==> src/rtl/mem_access_stage.sv <==
// Pipeline MEM stage: issues loads/stores on a req/ack port, stalls upstream while busy,
// passes non-memory results through, and pulses MemFault on misaligned/conflicting/timed-out ops.
module mem_access_stage #(
    parameter int TIMEOUT = 255
) (
    input  logic        Clk,
    input  logic        Reset,
    input  logic [31:0] AddrIn,
    input  logic [31:0] StoreValIn,
    input  logic [4:0]  DstIn,
    input  logic        WriteBackIn,
    input  logic        isMemReadIn,
    input  logic        isMemWriteIn,
    output logic        MemReq,
    output logic        MemWe,
    output logic [31:0] MemAddr,
    output logic [31:0] MemWData,
    input  logic [31:0] MemRData,
    input  logic        MemAck,
    output logic        Stall,
    output logic [4:0]  DstOut,
    output logic [31:0] WBData,
    output logic        WriteBackOut,
    output logic        MemFault
);

    // state  | meaning
    // S_IDLE | accepting a new instruction every edge
    // S_BUSY | access outstanding, MemReq held, upstream stalled

    localparam logic [0:0] S_IDLE = 1'b0;
    localparam logic [0:0] S_BUSY = 1'b1;
    localparam logic [7:0] TIMEOUT_M1 = 8'(TIMEOUT - 1);

    logic [0:0]  r_state;
    logic [7:0]  r_cnt;
    logic [4:0]  r_dst;
    logic        r_wb;
    logic        r_mem_req;
    logic        r_mem_we;
    logic [31:0] r_mem_addr;
    logic [31:0] r_mem_wdata;
    logic        r_stall;
    logic [4:0]  r_dst_out;
    logic [31:0] r_wb_data;
    logic        r_wb_out;
    logic        r_mem_fault;

    logic w_is_mem;
    logic w_bad;
    logic w_timeout;

    assign w_is_mem  = isMemReadIn | isMemWriteIn;
    assign w_bad     = (isMemReadIn & isMemWriteIn) | (w_is_mem & (AddrIn[1:0] != 2'b00));
    assign w_timeout = (r_cnt == TIMEOUT_M1);

    always_ff @(posedge Clk or posedge Reset) begin
        if (Reset) begin
            r_state     <= S_IDLE;
            r_cnt       <= 8'd0;
            r_dst       <= 5'd0;
            r_wb        <= 1'b0;
            r_mem_req   <= 1'b0;
            r_mem_we    <= 1'b0;
            r_mem_addr  <= 32'd0;
            r_mem_wdata <= 32'd0;
            r_stall     <= 1'b0;
            r_dst_out   <= 5'd0;
            r_wb_data   <= 32'd0;
            r_wb_out    <= 1'b0;
            r_mem_fault <= 1'b0;
        end else if (r_state == S_IDLE) begin
            r_mem_fault <= 1'b0;
            if (!w_is_mem) begin
                r_wb_data <= AddrIn;
                r_dst_out <= DstIn;
                r_wb_out  <= WriteBackIn;
            end else if (w_bad) begin
                r_mem_fault <= 1'b1;
                r_wb_out    <= 1'b0;
                r_dst_out   <= DstIn;
            end else begin
                r_mem_addr  <= {AddrIn[31:2], 2'b00};
                r_mem_we    <= isMemWriteIn;
                r_mem_wdata <= StoreValIn;
                r_dst       <= DstIn;
                r_wb        <= WriteBackIn;
                r_mem_req   <= 1'b1;
                r_cnt       <= 8'd0;
                r_wb_out    <= 1'b0;
                r_state     <= S_BUSY;
                r_stall     <= 1'b1;
            end
        end else begin
            r_wb_out    <= 1'b0;
            r_mem_fault <= 1'b0;
            // ack takes priority over a timeout landing on the same edge
            if (MemAck) begin
                r_state   <= S_IDLE;
                r_stall   <= 1'b0;
                r_mem_req <= 1'b0;
                if (!r_mem_we) begin
                    r_wb_data <= MemRData;
                    r_dst_out <= r_dst;
                    r_wb_out  <= r_wb;
                end
            end else if (w_timeout) begin
                r_state     <= S_IDLE;
                r_stall     <= 1'b0;
                r_mem_req   <= 1'b0;
                r_mem_fault <= 1'b1;
            end else begin
                r_cnt <= r_cnt + 8'd1;
            end
        end
    end

    assign MemReq       = r_mem_req;
    assign MemWe        = r_mem_we;
    assign MemAddr      = r_mem_addr;
    assign MemWData     = r_mem_wdata;
    assign Stall        = r_stall;
    assign DstOut       = r_dst_out;
    assign WBData       = r_wb_data;
    assign WriteBackOut = r_wb_out;
    assign MemFault     = r_mem_fault;

endmodule

==> config.mk <==
export PLATFORM = sky130hd
export DESIGN_NAME = mem_access_stage
export DESIGN_NICKNAME = d
export VERILOG_FILES = /design/src/rtl/mem_access_stage.sv
export SDC_FILE = /design/constraint.sdc
export NUM_CORES = 1
export LEC_CHECK = 0
export ABC_AREA = 1
export CAP_MARGIN = 10
export CORE_ASPECT_RATIO = 0.75
export CORE_UTILIZATION = 35
export DETAILED_ROUTE_END_ITERATION = 12
export GPL_TIMING_DRIVEN = 0
export PLACE_DENSITY_LB_ADDON = 0.12
export SLEW_MARGIN = 20
export SYNTH_ARGS = -nofsm -noshare
export SYNTH_HDL_FRONTEND = slang
export SYNTH_SLANG_ARGS = --single-unit
==> constraint.sdc <==
create_clock -name Clk -period 13.1 [get_ports Clk]
set_clock_uncertainty 0.1 [all_clocks]
set_input_delay 3.275 -clock Clk [delete_from_list [all_inputs] [get_ports Clk]]
set_output_delay 3.275 -clock Clk [all_outputs]
set_load 0.01 [all_outputs]
==> impl_metrics.py, run 1 <==
metrics = {
    "outcome": {
        "status": "finished, final reports clean",
    },
    "place": {
        "place_congestion": 0.820,
        "place_hpwl_um": 11000,
        "port_buffers": 210,
        "dp_cells": 998,
    },
    "timing": {
        "setup_tns_ns": 0,
        "rsz0062_at_grt": "false",
        "period_share": 0.368,
        "finalHoldViolCount": 0,
        "finalCriticalPeriod_ns": 4.82,
        "drv_slew": 0,
        "tightest_slew_ns": 0.534,
        "whs_ns": 0.366,
        "timing.fmax_mhz": 208,
        "setup_viol": 0,
        "maxSlewHeadroom": 0.644,
    },
    "power": {
        "internal-power_w": 0.000991,
        "total_leakage_power_nw": 3.80,
        "powerDensity_nw_per_um2": 169,
        "finalPower_w": 0.00138,
        "power_frac_clock": 0.369,
        "pwr-share-comb": 0.273,
        "seqPwrFrac": 0.357,
        "switching_power_w": 0.000386,
        "p_sw_frac": 0.280,
        "vdd_drop_max_v": 0.0000893,
    },
    "worst_hold_path": {
        "min_from": "MemAddr[4]",
        "hp-class": "reg -> reg",
        "worst_hold_path.num_cells": 2,
    },
    "drt": {
        "drc_errors": 0,
        "dr.pass1.iters": 6,
        "drt_iter0_markers": 263,
        "wire_per_inst_um": 14.7,
        "ant_nets": 0,
        "via_per_inst": 4.63,
        "vias": 4774,
        "finalWirelength_um": 15100,
    },
    "final_layout": {
        "diodes": 0,
        "drive_gt1_frac": 0.0970,
        "fillers": 1234,
        "final_cells": 1030,
        "nets": 931,
        "area_delta_synth_final_pct": 59.3,
    },
    "global_route": {
        "grtUsageMet1": 0.271,
        "grt_pass1_vias": 4737,
        "grt_util_all_layers": 0.207,
        "use_met2": 0.328,
        "grt_first_pass_wirelength_um": 24100,
        "grt_use_met3": 0.0567,
        "antenna_found_initial": 0,
        "grt_max_degree": 70,
        "busiest_layer": "met2",
        "grt-ovfl-total": 0,
    },
    "yosys": {
        "netlist_top_cells_count": "nand2_1 (286), dfrtp_1 (118), nor2_1 (45)",
        "netlist_area_um2": 5120,
        "seq_area_frac_synth": 0.576,
        "synthDistinctLibCells": 27,
        "synth_top_area_frac": 0.576,
        "async_flop_share": 1.00,
        "syn_inst": 591,
        "yosysMostFrequentCell": "nand2_1",
        "ys_seq_elements": 118,
        "synthTopCellsByArea": "dfrtp_1 (58%), nand2_1 (21%), a31oi_1 (3.9%)",
        "ys.flop_type": "dfrtp_1",
        "ys_warn_count": 0,
        "synth_edf_count": 0,
        "synth_top_cell_by_area": "dfrtp_1",
        "syn_area_per_cell_um2": 8.67,
    },
    "die": {
        "rows": 37,
        "dieWidth_um": 142,
        "core-area_um2": 14000,
        "die_area_um2": 15100,
        "die_h_um": 107,
        "io_pins": 213,
        "start_util": 0.367,
    },
    "setup_path": {
        "crit_type": "reg -> out",
        "critical_path_required_ns": 9.72,
        "crit_chain": "buf_4 > clkdlybuf4s50_1",
        "r2r_start": "r_state",
        "cp-end-kind": "primary output",
        "r2r_cells": 5,
        "worst-path-max-fanout": 3,
        "worstPathArrival_ns": 1.44,
        "crit_slowest_cell": "clkdlybuf4s50_1",
        "max_stage_delay_ns": 0.52,
        "crit_start": "Stall",
        "start_kind": "flop",
    },
    "cts": {
        "clk_pin_slew_worst_paths_ns": 0.05,
        "post_cts_buffers": 0,
        "clock_path_buffers": 2,
        "hold_buffers": 0,
        "cts_sinks": 118,
        "cts-root-buf": "clkbuf_16",
        "cts_buffers": 17,
        "h-tree-depth": 4,
        "cts_tree": "built",
        "clkLatencyLatePin_ns": 0.41,
        "post_cts_resized": 0,
    },
    "job": {
        "drv_cap": 0,
    },
}
## stage by stage
| step | utilization | instance area, um^2 | worst slack (ns) |
|---|---|---|---|
| finish | 0.584 | 8160 | 8.28 |
| detailed placement | 0.537 | 7510 | 8.14 |
| floorplan | - | 5130 | 6.60 |
| global placement | 0.535 | 7470 | 4.83 |
| CTS | 0.584 | 8160 | 8.26 |
| global route | 0.584 | 8160 | 8.24 |
## logic make-up (layout without fill, tap and decap cells)
group | count (synthesis) | in the layout | synth area share
and+or+nand+nor | 357 | 357 | 0.277
DFF | 118 | 118 | 0.576
AOI/OAI and AO/OA | 62 | 62 | 0.0745
buffers and inverters | 51 | 294 | 0.0671
adders and majority gates | 2 | 2 | 0.00488
other | 1 | 2 | 0.000732
## cells in the final DEF (no fill, tap or decap)
cell / instances
buf_4: 4
nor2_4: 1
bufinv_16: 4
conb_1: 2
clkinv_4: 4
a21oi_1: 5
clkbuf_16: 17
dfrtp_1: 118
o21ai_2: 4
a21oi_4: 1
o21bai_1: 2
inv_1: 15
o21ai_1: 3
nor2_1: 45
inv_4: 1
nand2_2: 7
clkinvlp_4: 1
buf_6: 17
clkbuf_1: 7
clkbuf_8: 3
nor2_8: 1
nand3b_1: 1
nand2_1: 286
inv_6: 4
buf_2: 6
nor2_2: 3
buf_16: 1
nand4_1: 1
ha_1: 2
nand3_1: 10
or2_2: 1
o21ai_0: 15
a31oi_1: 32
nand2_4: 1
clkdlybuf4s50_1: 210
## critical path, delay by kind of cell, from the launching register on
kind	cells	cell delay [ns]
flops	1	0.40
buf+inv	2	0.65
## area by class of cell
class                           count  area, um^2  share of cell area
Clock buffer                       20         467              0.0572
Tap cell                          195         244              0.0299
Inverter                           17        71.3             0.00874
Buffer                             34         278              0.0340
Multi-Input combinational cell    423        1830               0.224
Clock inverter                     12         189              0.0231
Timing Repair Buffer              211        2130               0.261
Sequential cell                   118        2950               0.362
## sequential cells by signal, summed over array words and instances (netlist names), 5 cells and up
register	flops
MemWData	32
r_dst	5
MemAddr	30
DstOut	5
r_cnt	8
WBData	32
## worst paths after layout
kind	to	slack, ns
setup / recovery	Stall	8.28
hold / removal	MemAddr[4]	0.37
setup reg to reg	WBData[25]	11.53
hold reg to reg	MemAddr[4]	0.37
max in group asynchronous	MemWData[26]	8.99
min in group asynchronous	MemWData[30]	3.18
## layer usage
layer / vias to the layer above / routed length [um]
met5: - / 0
met2: 163 / 7090
met1: 2266 / 6800
li1: 2331 / -
met3: 14 / 1000
met4: 0 / 207
## power groups by stage
stage	clock [W]	combinational, W	sequential (W)
2_1_floorplan	0	0.000115	0.000530
3_3_place_gp	0	0.000373	0.000494
3_5_place_dp	0	0.000380	0.000498
4_1_cts	0.000520	0.000381	0.000492
5_1_grt	0.000536	0.000410	0.000502
6_report	0.000508	0.000377	0.000492
Note: power is estimated with default switching activity, not from simulation.
==> run 2, diff against run 1 <==
- clock period: 13.1 -> 4.5 ns (I/O delays scaled with it)
==> results of run 2 <==
Same layout as run 1 (identical final DEF). Status: finished, final reports clean.
Main changes from that run: setup slack after placement 8.14 ns -> 1.69 ns; setup slack after layout 8.28 ns -> 1.83 ns; register-to-register setup slack 11.53 ns -> 2.93 ns; total power 0.00138 W -> 0.00401 W; worst IR drop on VDD 0.0000893 V -> 0.000260 V
